<file path="config.mk">
export PLATFORM = sky130hd
export DESIGN_NAME = nand_share_sched_flat
export DESIGN_NICKNAME = d
export VERILOG_FILES = /design/src/rtl/nand_share_sched_if.sv /design/src/rtl/nand_share_sched.sv /design/src/flat_wrapper.sv
export SDC_FILE = /design/constraint.sdc
export NUM_CORES = 1
export LEC_CHECK = 0
export ABC_CLOCK_PERIOD_IN_PS = 1840
export CORE_MARGIN = 1
export CORE_UTILIZATION = 40
export DETAILED_ROUTE_END_ITERATION = 10
export PLACE_DENSITY = 0.8
export SYNTH_ARGS = -nofsm -noshare
export SYNTH_HDL_FRONTEND = slang
export SYNTH_HIERARCHICAL = 1
export SYNTH_SLANG_ARGS = --single-unit
</file>
<file path="constraint.sdc">
create_clock -name clk -period 1.84 [get_ports clk]
set_clock_uncertainty 0.05 [all_clocks]
set_input_delay 0.46 -clock clk [delete_from_list [all_inputs] [get_ports clk]]
set_output_delay 0.46 -clock clk [all_outputs]
set_load 0.03 [all_outputs]
</file>
<file path="src/rtl/nand_share_sched_if.sv">
// ============================================================================
// Module      : nand_share_sched_if
// Description : Request/operand/result bundle between issuers and the shared
//               NAND scheduler.
// Revision    : 1.0 - initial release
// ============================================================================
`default_nettype none

interface nand_share_sched_if #(
  parameter int N     = 4,
  parameter int WIDTH = 8
);
  localparam int IDW = $clog2(N);

  logic [N-1:0]       req;
  logic [N*WIDTH-1:0] a_bus;
  logic [N*WIDTH-1:0] b_bus;
  logic [N-1:0]       gnt;
  logic               busy;
  logic               done;
  logic [WIDTH-1:0]   out;
  logic [IDW-1:0]     out_id;

  modport master (
    output req, a_bus, b_bus,
    input  gnt, busy, done, out, out_id
  );

  modport slave (
    input  req, a_bus, b_bus,
    output gnt, busy, done, out, out_id
  );
endinterface

`default_nettype wire

</file>
<file path="src/rtl/nand_share_sched.sv">
// ============================================================================
// Module      : nand_share_sched
// Description : Round-robin scheduler sharing one 1-bit NAND gate between N
//               requesters; operands are evaluated bit-serially, LSB first.
//               Optional macro NAND_SHARE_OPCNT_EN adds a 16-bit op_count port.
// Revision    : 1.0 - initial release
// ============================================================================
`default_nettype none

module nand_share_cell (
  input  logic a,
  input  logic b,
  output logic y
);
  assign y = ~(a & b);
endmodule

module nand_share_sched #(
  parameter int N     = 4,
  parameter int WIDTH = 8
) (
  input  logic                 clk,
  input  logic                 rst_n,
  nand_share_sched_if.slave    bus
`ifdef NAND_SHARE_OPCNT_EN
  ,
  output logic [15:0]          op_count
`endif
);
  localparam int IDW = $clog2(N);
  localparam int CW  = (WIDTH > 1) ? $clog2(WIDTH) : 1;
  localparam logic [CW-1:0]  C_LAST  = CW'(WIDTH - 1);
  localparam logic [IDW-1:0] C_MAXID = IDW'(N - 1);

  typedef enum logic [1:0] {
    S_IDLE  = 2'd0,
    S_SHIFT = 2'd1,
    S_DONE  = 2'd2
  } state_t;

  state_t           state_q, state_d;
  logic [IDW-1:0]   ptr_q, ptr_d;
  logic [IDW-1:0]   win_q, win_d;
  logic [N-1:0]     gnt_q, gnt_d;
  logic [CW-1:0]    cnt_q, cnt_d;
  logic [WIDTH-1:0] a_sh_q, a_sh_d;
  logic [WIDTH-1:0] b_sh_q, b_sh_d;
  logic [WIDTH-1:0] res_q, res_d;
  logic             done_q, done_d;
  logic [WIDTH-1:0] out_q, out_d;
  logic [IDW-1:0]   out_id_q, out_id_d;

  logic             pick_found;
  logic [IDW-1:0]   pick_idx;
  logic             nand_y;

  // Scan from ptr upward with modulo-N wrap; first set request wins.
  always_comb begin : arb_scan
    int             idx;
    logic [IDW-1:0] idx_v;
    pick_found = 1'b0;
    pick_idx   = '0;
    idx        = 0;
    idx_v      = '0;
    for (int k = 0; k < N; k++) begin
      idx = int'(ptr_q) + k;
      if (idx >= N) idx = idx - N;
      idx_v = IDW'(idx);
      if (!pick_found && bus.req[idx_v]) begin
        pick_found = 1'b1;
        pick_idx   = idx_v;
      end
    end
  end

  nand_share_cell u_nand (
    .a (a_sh_q[0]),
    .b (b_sh_q[0]),
    .y (nand_y)
  );

  always_comb begin
    state_d  = state_q;
    ptr_d    = ptr_q;
    win_d    = win_q;
    gnt_d    = gnt_q;
    cnt_d    = cnt_q;
    a_sh_d   = a_sh_q;
    b_sh_d   = b_sh_q;
    res_d    = res_q;
    done_d   = 1'b0;
    out_d    = out_q;
    out_id_d = out_id_q;
    unique case (state_q)
      S_IDLE: begin
        if (pick_found) begin
          win_d   = pick_idx;
          gnt_d   = N'(1) << pick_idx;
          cnt_d   = '0;
          a_sh_d  = bus.a_bus[pick_idx*WIDTH +: WIDTH];
          b_sh_d  = bus.b_bus[pick_idx*WIDTH +: WIDTH];
          state_d = S_SHIFT;
        end
      end
      S_SHIFT: begin
        // Result fills from the MSB so bit k lands in place after WIDTH shifts.
        res_d  = (res_q >> 1) | (WIDTH'(nand_y) << (WIDTH - 1));
        a_sh_d = a_sh_q >> 1;
        b_sh_d = b_sh_q >> 1;
        cnt_d  = cnt_q + 1'b1;
        if (cnt_q == C_LAST) begin
          state_d  = S_DONE;
          done_d   = 1'b1;
          out_d    = res_d;
          out_id_d = win_q;
        end
      end
      S_DONE: begin
        gnt_d   = '0;
        ptr_d   = (win_q == C_MAXID) ? '0 : win_q + 1'b1;
        state_d = S_IDLE;
      end
      default: state_d = S_IDLE;
    endcase
  end

  always_ff @(posedge clk or negedge rst_n) begin
    if (!rst_n) begin
      state_q  <= S_IDLE;
      ptr_q    <= '0;
      win_q    <= '0;
      gnt_q    <= '0;
      cnt_q    <= '0;
      a_sh_q   <= '0;
      b_sh_q   <= '0;
      res_q    <= '0;
      done_q   <= 1'b0;
      out_q    <= '0;
      out_id_q <= '0;
    end else begin
      state_q  <= state_d;
      ptr_q    <= ptr_d;
      win_q    <= win_d;
      gnt_q    <= gnt_d;
      cnt_q    <= cnt_d;
      a_sh_q   <= a_sh_d;
      b_sh_q   <= b_sh_d;
      res_q    <= res_d;
      done_q   <= done_d;
      out_q    <= out_d;
      out_id_q <= out_id_d;
    end
  end

  assign bus.gnt    = gnt_q;
  assign bus.busy   = (state_q != S_IDLE);
  assign bus.done   = done_q;
  assign bus.out    = out_q;
  assign bus.out_id = out_id_q;

`ifdef NAND_SHARE_OPCNT_EN
  logic [15:0] op_count_q, op_count_d;

  always_comb begin
    op_count_d = op_count_q;
    if (done_q) op_count_d = op_count_q + 16'd1;
  end

  always_ff @(posedge clk or negedge rst_n) begin
    if (!rst_n) op_count_q <= '0;
    else        op_count_q <= op_count_d;
  end

  assign op_count = op_count_q;
`endif

endmodule

`default_nettype wire

</file>
<file path="src/flat_wrapper.sv">
// flat-port wrapper written by rule: the top's interface ports become plain ports
module nand_share_sched_flat 
#(
  parameter int N     = 4,
  parameter int WIDTH = 8
)
  (clk, rst_n, bus_req, bus_a_bus, bus_b_bus, bus_gnt, bus_busy, bus_done, bus_out, bus_out_id);
  nand_share_sched_if #(.N(N), .WIDTH(WIDTH)) bus_i ();
  input  logic clk;
  input  logic rst_n;
  input wire logic [$bits(bus_i.req)-1:0] bus_req;
  input wire logic [$bits(bus_i.a_bus)-1:0] bus_a_bus;
  input wire logic [$bits(bus_i.b_bus)-1:0] bus_b_bus;
  output wire logic [$bits(bus_i.gnt)-1:0] bus_gnt;
  output wire logic [$bits(bus_i.busy)-1:0] bus_busy;
  output wire logic [$bits(bus_i.done)-1:0] bus_done;
  output wire logic [$bits(bus_i.out)-1:0] bus_out;
  output wire logic [$bits(bus_i.out_id)-1:0] bus_out_id;
  assign bus_i.req = bus_req;
  assign bus_i.a_bus = bus_a_bus;
  assign bus_i.b_bus = bus_b_bus;
  assign bus_gnt = bus_i.gnt;
  assign bus_busy = bus_i.busy;
  assign bus_done = bus_i.done;
  assign bus_out = bus_i.out;
  assign bus_out_id = bus_i.out_id;
  nand_share_sched #(.N(N), .WIDTH(WIDTH)) u_core (.clk(clk), .rst_n(rst_n), .bus(bus_i));
endmodule
</file>
==> flow_summary_export.csv <==
group,metric,value,unit
timing,max_slew_margin,73.7,%
die,dieArea,6750,um2
critical_path,r2r_start,"u_core/state_q[0]",
timing,maxSlewViolCount,0,
routing,num_vias,2322,
timing,hold_viol_final,0,
synthesis,syn_nets,336,
placement,port-buffer-count,85,
placement,dp_cells,418,
clocking,cts-root-buf,"clkbuf_8",
synthesis,yosysWarnings,6,
global_routing,globalRouteTotalUtil,21.1,%
clocking,cts_tree,"built",
synthesis,syn_inst,263,
pwr,p_switching,2.20,mW
pwr,clkPwrFrac,11.8,%
synthesis,async_flop_share,100,%
synthesis,synth.cell_area,2570,um2
pwr,pwr-share-comb,54.2,%
critical_path,reg2regPathDepth,7,
routing,viasPerCell,5.40,
die,die_w,82.1,um
pwr,p_int,3.12,mW
placement,hpwl,4890,um
clocking,cts_sinks,47,
synthesis,yosysTopAreaCellShare,45.8,%
clocking,ctsHtreeMaxLevel,2,
critical_path,ff2ff_setup_slack,90,ps
placement,gp_congestion,0.782,
global_routing,grt_antenna_before_repair,0,
timing,worstMarginPinSlew,395,ps
clocking,numCtsBuffers,5,
timing,finalSetupViolCount,0,
routing,drt_pass1_iterations,6,
critical_path,end_kind,"flip-flop",
critical_path,timing.rr.end,"u_core/b_sh_q[0]",
routing,drtIter0Drc,165,
run_status,status,"completed",
flow_run,maxCapViolations,0,
synthesis,yosysTopAreaCell,"dfrtp_1",
synthesis,ys_ff_latch,47,
clocking,clkTransAtPathRegs,90,ps
layout,utilization,61.4,%
routing,ant_nets,0,
routing,wl,6610,um
clocking,cts_buffer_depth,2,
layout,fill_cells,505,
timing,finalCritPeriodShare,96.9,%
synthesis,yosys-top-cells-area,"dfrtp_1 46%, mux2i_1 7.0%, and3_1 6.8%, nand2_1 4.8%, mux2_2 4.8%",
synthesis,ys_types,33,
layout,finalNetCount,427,
synthesis,ys_seq_area_share,45.8,%
die,num_io_pins,86,
synthesis,synthFlopType,"dfrtp_1",
pwr,power.share.sequential,34.0,%
layout,n_antenna_cell,0,
die,die_h,82.1,um
critical_path,cp-start-kind,"input pin",
die,core,6060,um2
die,rows,28,
pwr,leakage,1.78,nW
critical_path,worst_ep_arrival_time,1910,ps
pwr,power_switching_share,41.4,%
timing,max_freq,561,MHz
critical_path,critical_path.max_fanout,19,
layout,instances_no_fill,430,
pwr,ir_drop,0.00108,V
global_routing,overflow,0,
pwr,p_per_area,1430,nW/um2
timing,hold_ws,417,ps
routing,drc,0,
critical_path,crit_type,"input pin to flip-flop",
global_routing,grt_max_degree,29,
critical_path,critPathRequiredTime,1970,ps
layout,syn2layout_area_growth,44.9,%
timing,rsz0062_at_grt,"false",
clocking,clock_latency,300,ps
global_routing,grt_pass1_wl,10700,um
synthesis,synth_enable_flop_cells,0,
worst_hold_path,min_path_type,"input pin to async pin",
global_routing,grt_pass1_vias,2351,
timing,fin_crit,1780,ps
routing,wl_per_cell,15.4,um
synthesis,syn_area_per_cell,9.77,um2
die,floorplan.initialDensity,42.4,%
layout,drive_above_1_share,14.9,%
-- logic make-up after synthesis --
group | after synthesis | synth area share [%]
DFF | 47 | 45.8
AOI/OAI and AO/OA | 71 | 17.8
adders and majority gates | 3 | 1.46
muxes | 29 | 11.8
and+or+nand+nor | 86 | 18.2
buffers and inverters | 27 | 4.87
-- worst max-delay path by stage --
stage,startpoint,end,slack [ps],cells after the start
final,bus_req[1],u_core/b_sh_q[7],60,7
after global routing,u_core/ptr_q[0],u_core/a_sh_q[1],10,7
after CTS,u_core/state_q[0],bus_busy,10,2
after detailed placement,bus_req[1],u_core/b_sh_q[0],-750,6
after global placement,bus_req[1],u_core/b_sh_q[3],-610,6
after floorplan,u_core/state_q[0],u_core/a_sh_q[0],50,7
-- power by group through the flow --
stage                     registers [mW]  logic, mW  clock network (mW)
after floorplan                     2.04       1.63                   0
after global placement              1.81       2.81                   0
after detailed placement            1.83       2.91                   0
after CTS                           1.81       2.90               0.645
after global routing                1.87       3.16               0.699
final                               1.81       2.89               0.627
-- flip-flops by register name, indices dropped and copies added, names as in the netlist --
name / count
u_core/a_sh_q: 8
u_core/b_sh_q: 8
u_core/bus.out: 8
u_core/res_q: 7
u_core/bus.gnt: 4
u_core/cnt_q: 3
u_core/bus.out_id: 2
u_core/ptr_q: 2
u_core/state_q: 2
u_core/win_q: 2
u_core/bus.done: 1
-- critical path, cell delays in order --
cell and delay (ps):
dlygate4sd2_1 320, nand2b_1 200, o2111ai_2 120, and2_4 220, buf_12 180, mux2i_1 260, o221ai_1 150
-- repair_timing --
| item | CTS | global route |
|---|---|---|
| pin swaps | 4 | 0 |
| buffers inserted | 3 | 0 |
| gates resized for setup | 26 | 4 |
| setup endpoints to repair | 39 | 3 |
| hold buffers | 1 | 0 |
| gates cloned | 0 | 0 |
| hold endpoints to repair | 1 | 0 |
-- cells in the mapped netlist (all sizes together), types with 3 or more instances --
cell / instances
nand2b: 6
clkbuf: 14
ha: 3
o21ai: 19
nand2: 33
nor2: 3
o211ai: 14
a21oi: 16
a21boi: 14
mux2i: 18
buf: 9
nand3: 7
and3: 28
mux2: 11
inv: 4
dfrtp: 47
-- through the flow --
step	TNS (ps)	setup slack (ps)	area (um2)	total power, mW
detailed placement	-13380	-753	3570	4.74
floorplan	0	52.7	2570	3.67
global placement	-11160	-606	3570	4.62
CTS	0	13.4	3720	5.35
global route	0	9.54	3720	5.73
finish	0	57.0	3720	5.32
-- cell usage in the layout, fill, tap and decap left out, drive strengths merged --
master,count
mux2,11
nand3,7
dlygate4sd2,18
a21oi,16
nor3,1
nor2,3
nand2b,6
clkbuf,6
o221ai,2
nor3b,1
a32o,1
nor4,2
buf,22
a21o,1
o2111ai,2
nor2b,1
or2b,1
inv,5
a21boi,14
and3,28
o31ai,2
mux2i,18
o21ai,19
dlygate4sd3,1
o211ai,14
dfrtp,47
or2,2
clkinv,2
nand2,33
ha,3
dlymetal6s2s,1
and2,1
clkdlybuf4s50,64
-- layer usage --
metal | part of all wire, % | track usage, % | wire length [um]
met5 | 0 | 0 | 0
met4 | 1.5 | 7.02 | 102
met3 | 4.8 | 5.38 | 314
met2 | 53 | 36.9 | 3490
met1 | 41 | 25.3 | 2710
-- final cells by class --
cell class	instances	area [um2]	area share (%)
multi-input combinational	189	1290	34.8
sequential	47	1180	31.6
timing repair buffer	107	1050	28.2
tap	75	93.8	2.52
clock buffer	5	68.8	1.85
clock inverter	3	22.5	0.605
inverter	4	15.0	0.403
No activity file was read; power rests on OpenSTA's default activity.
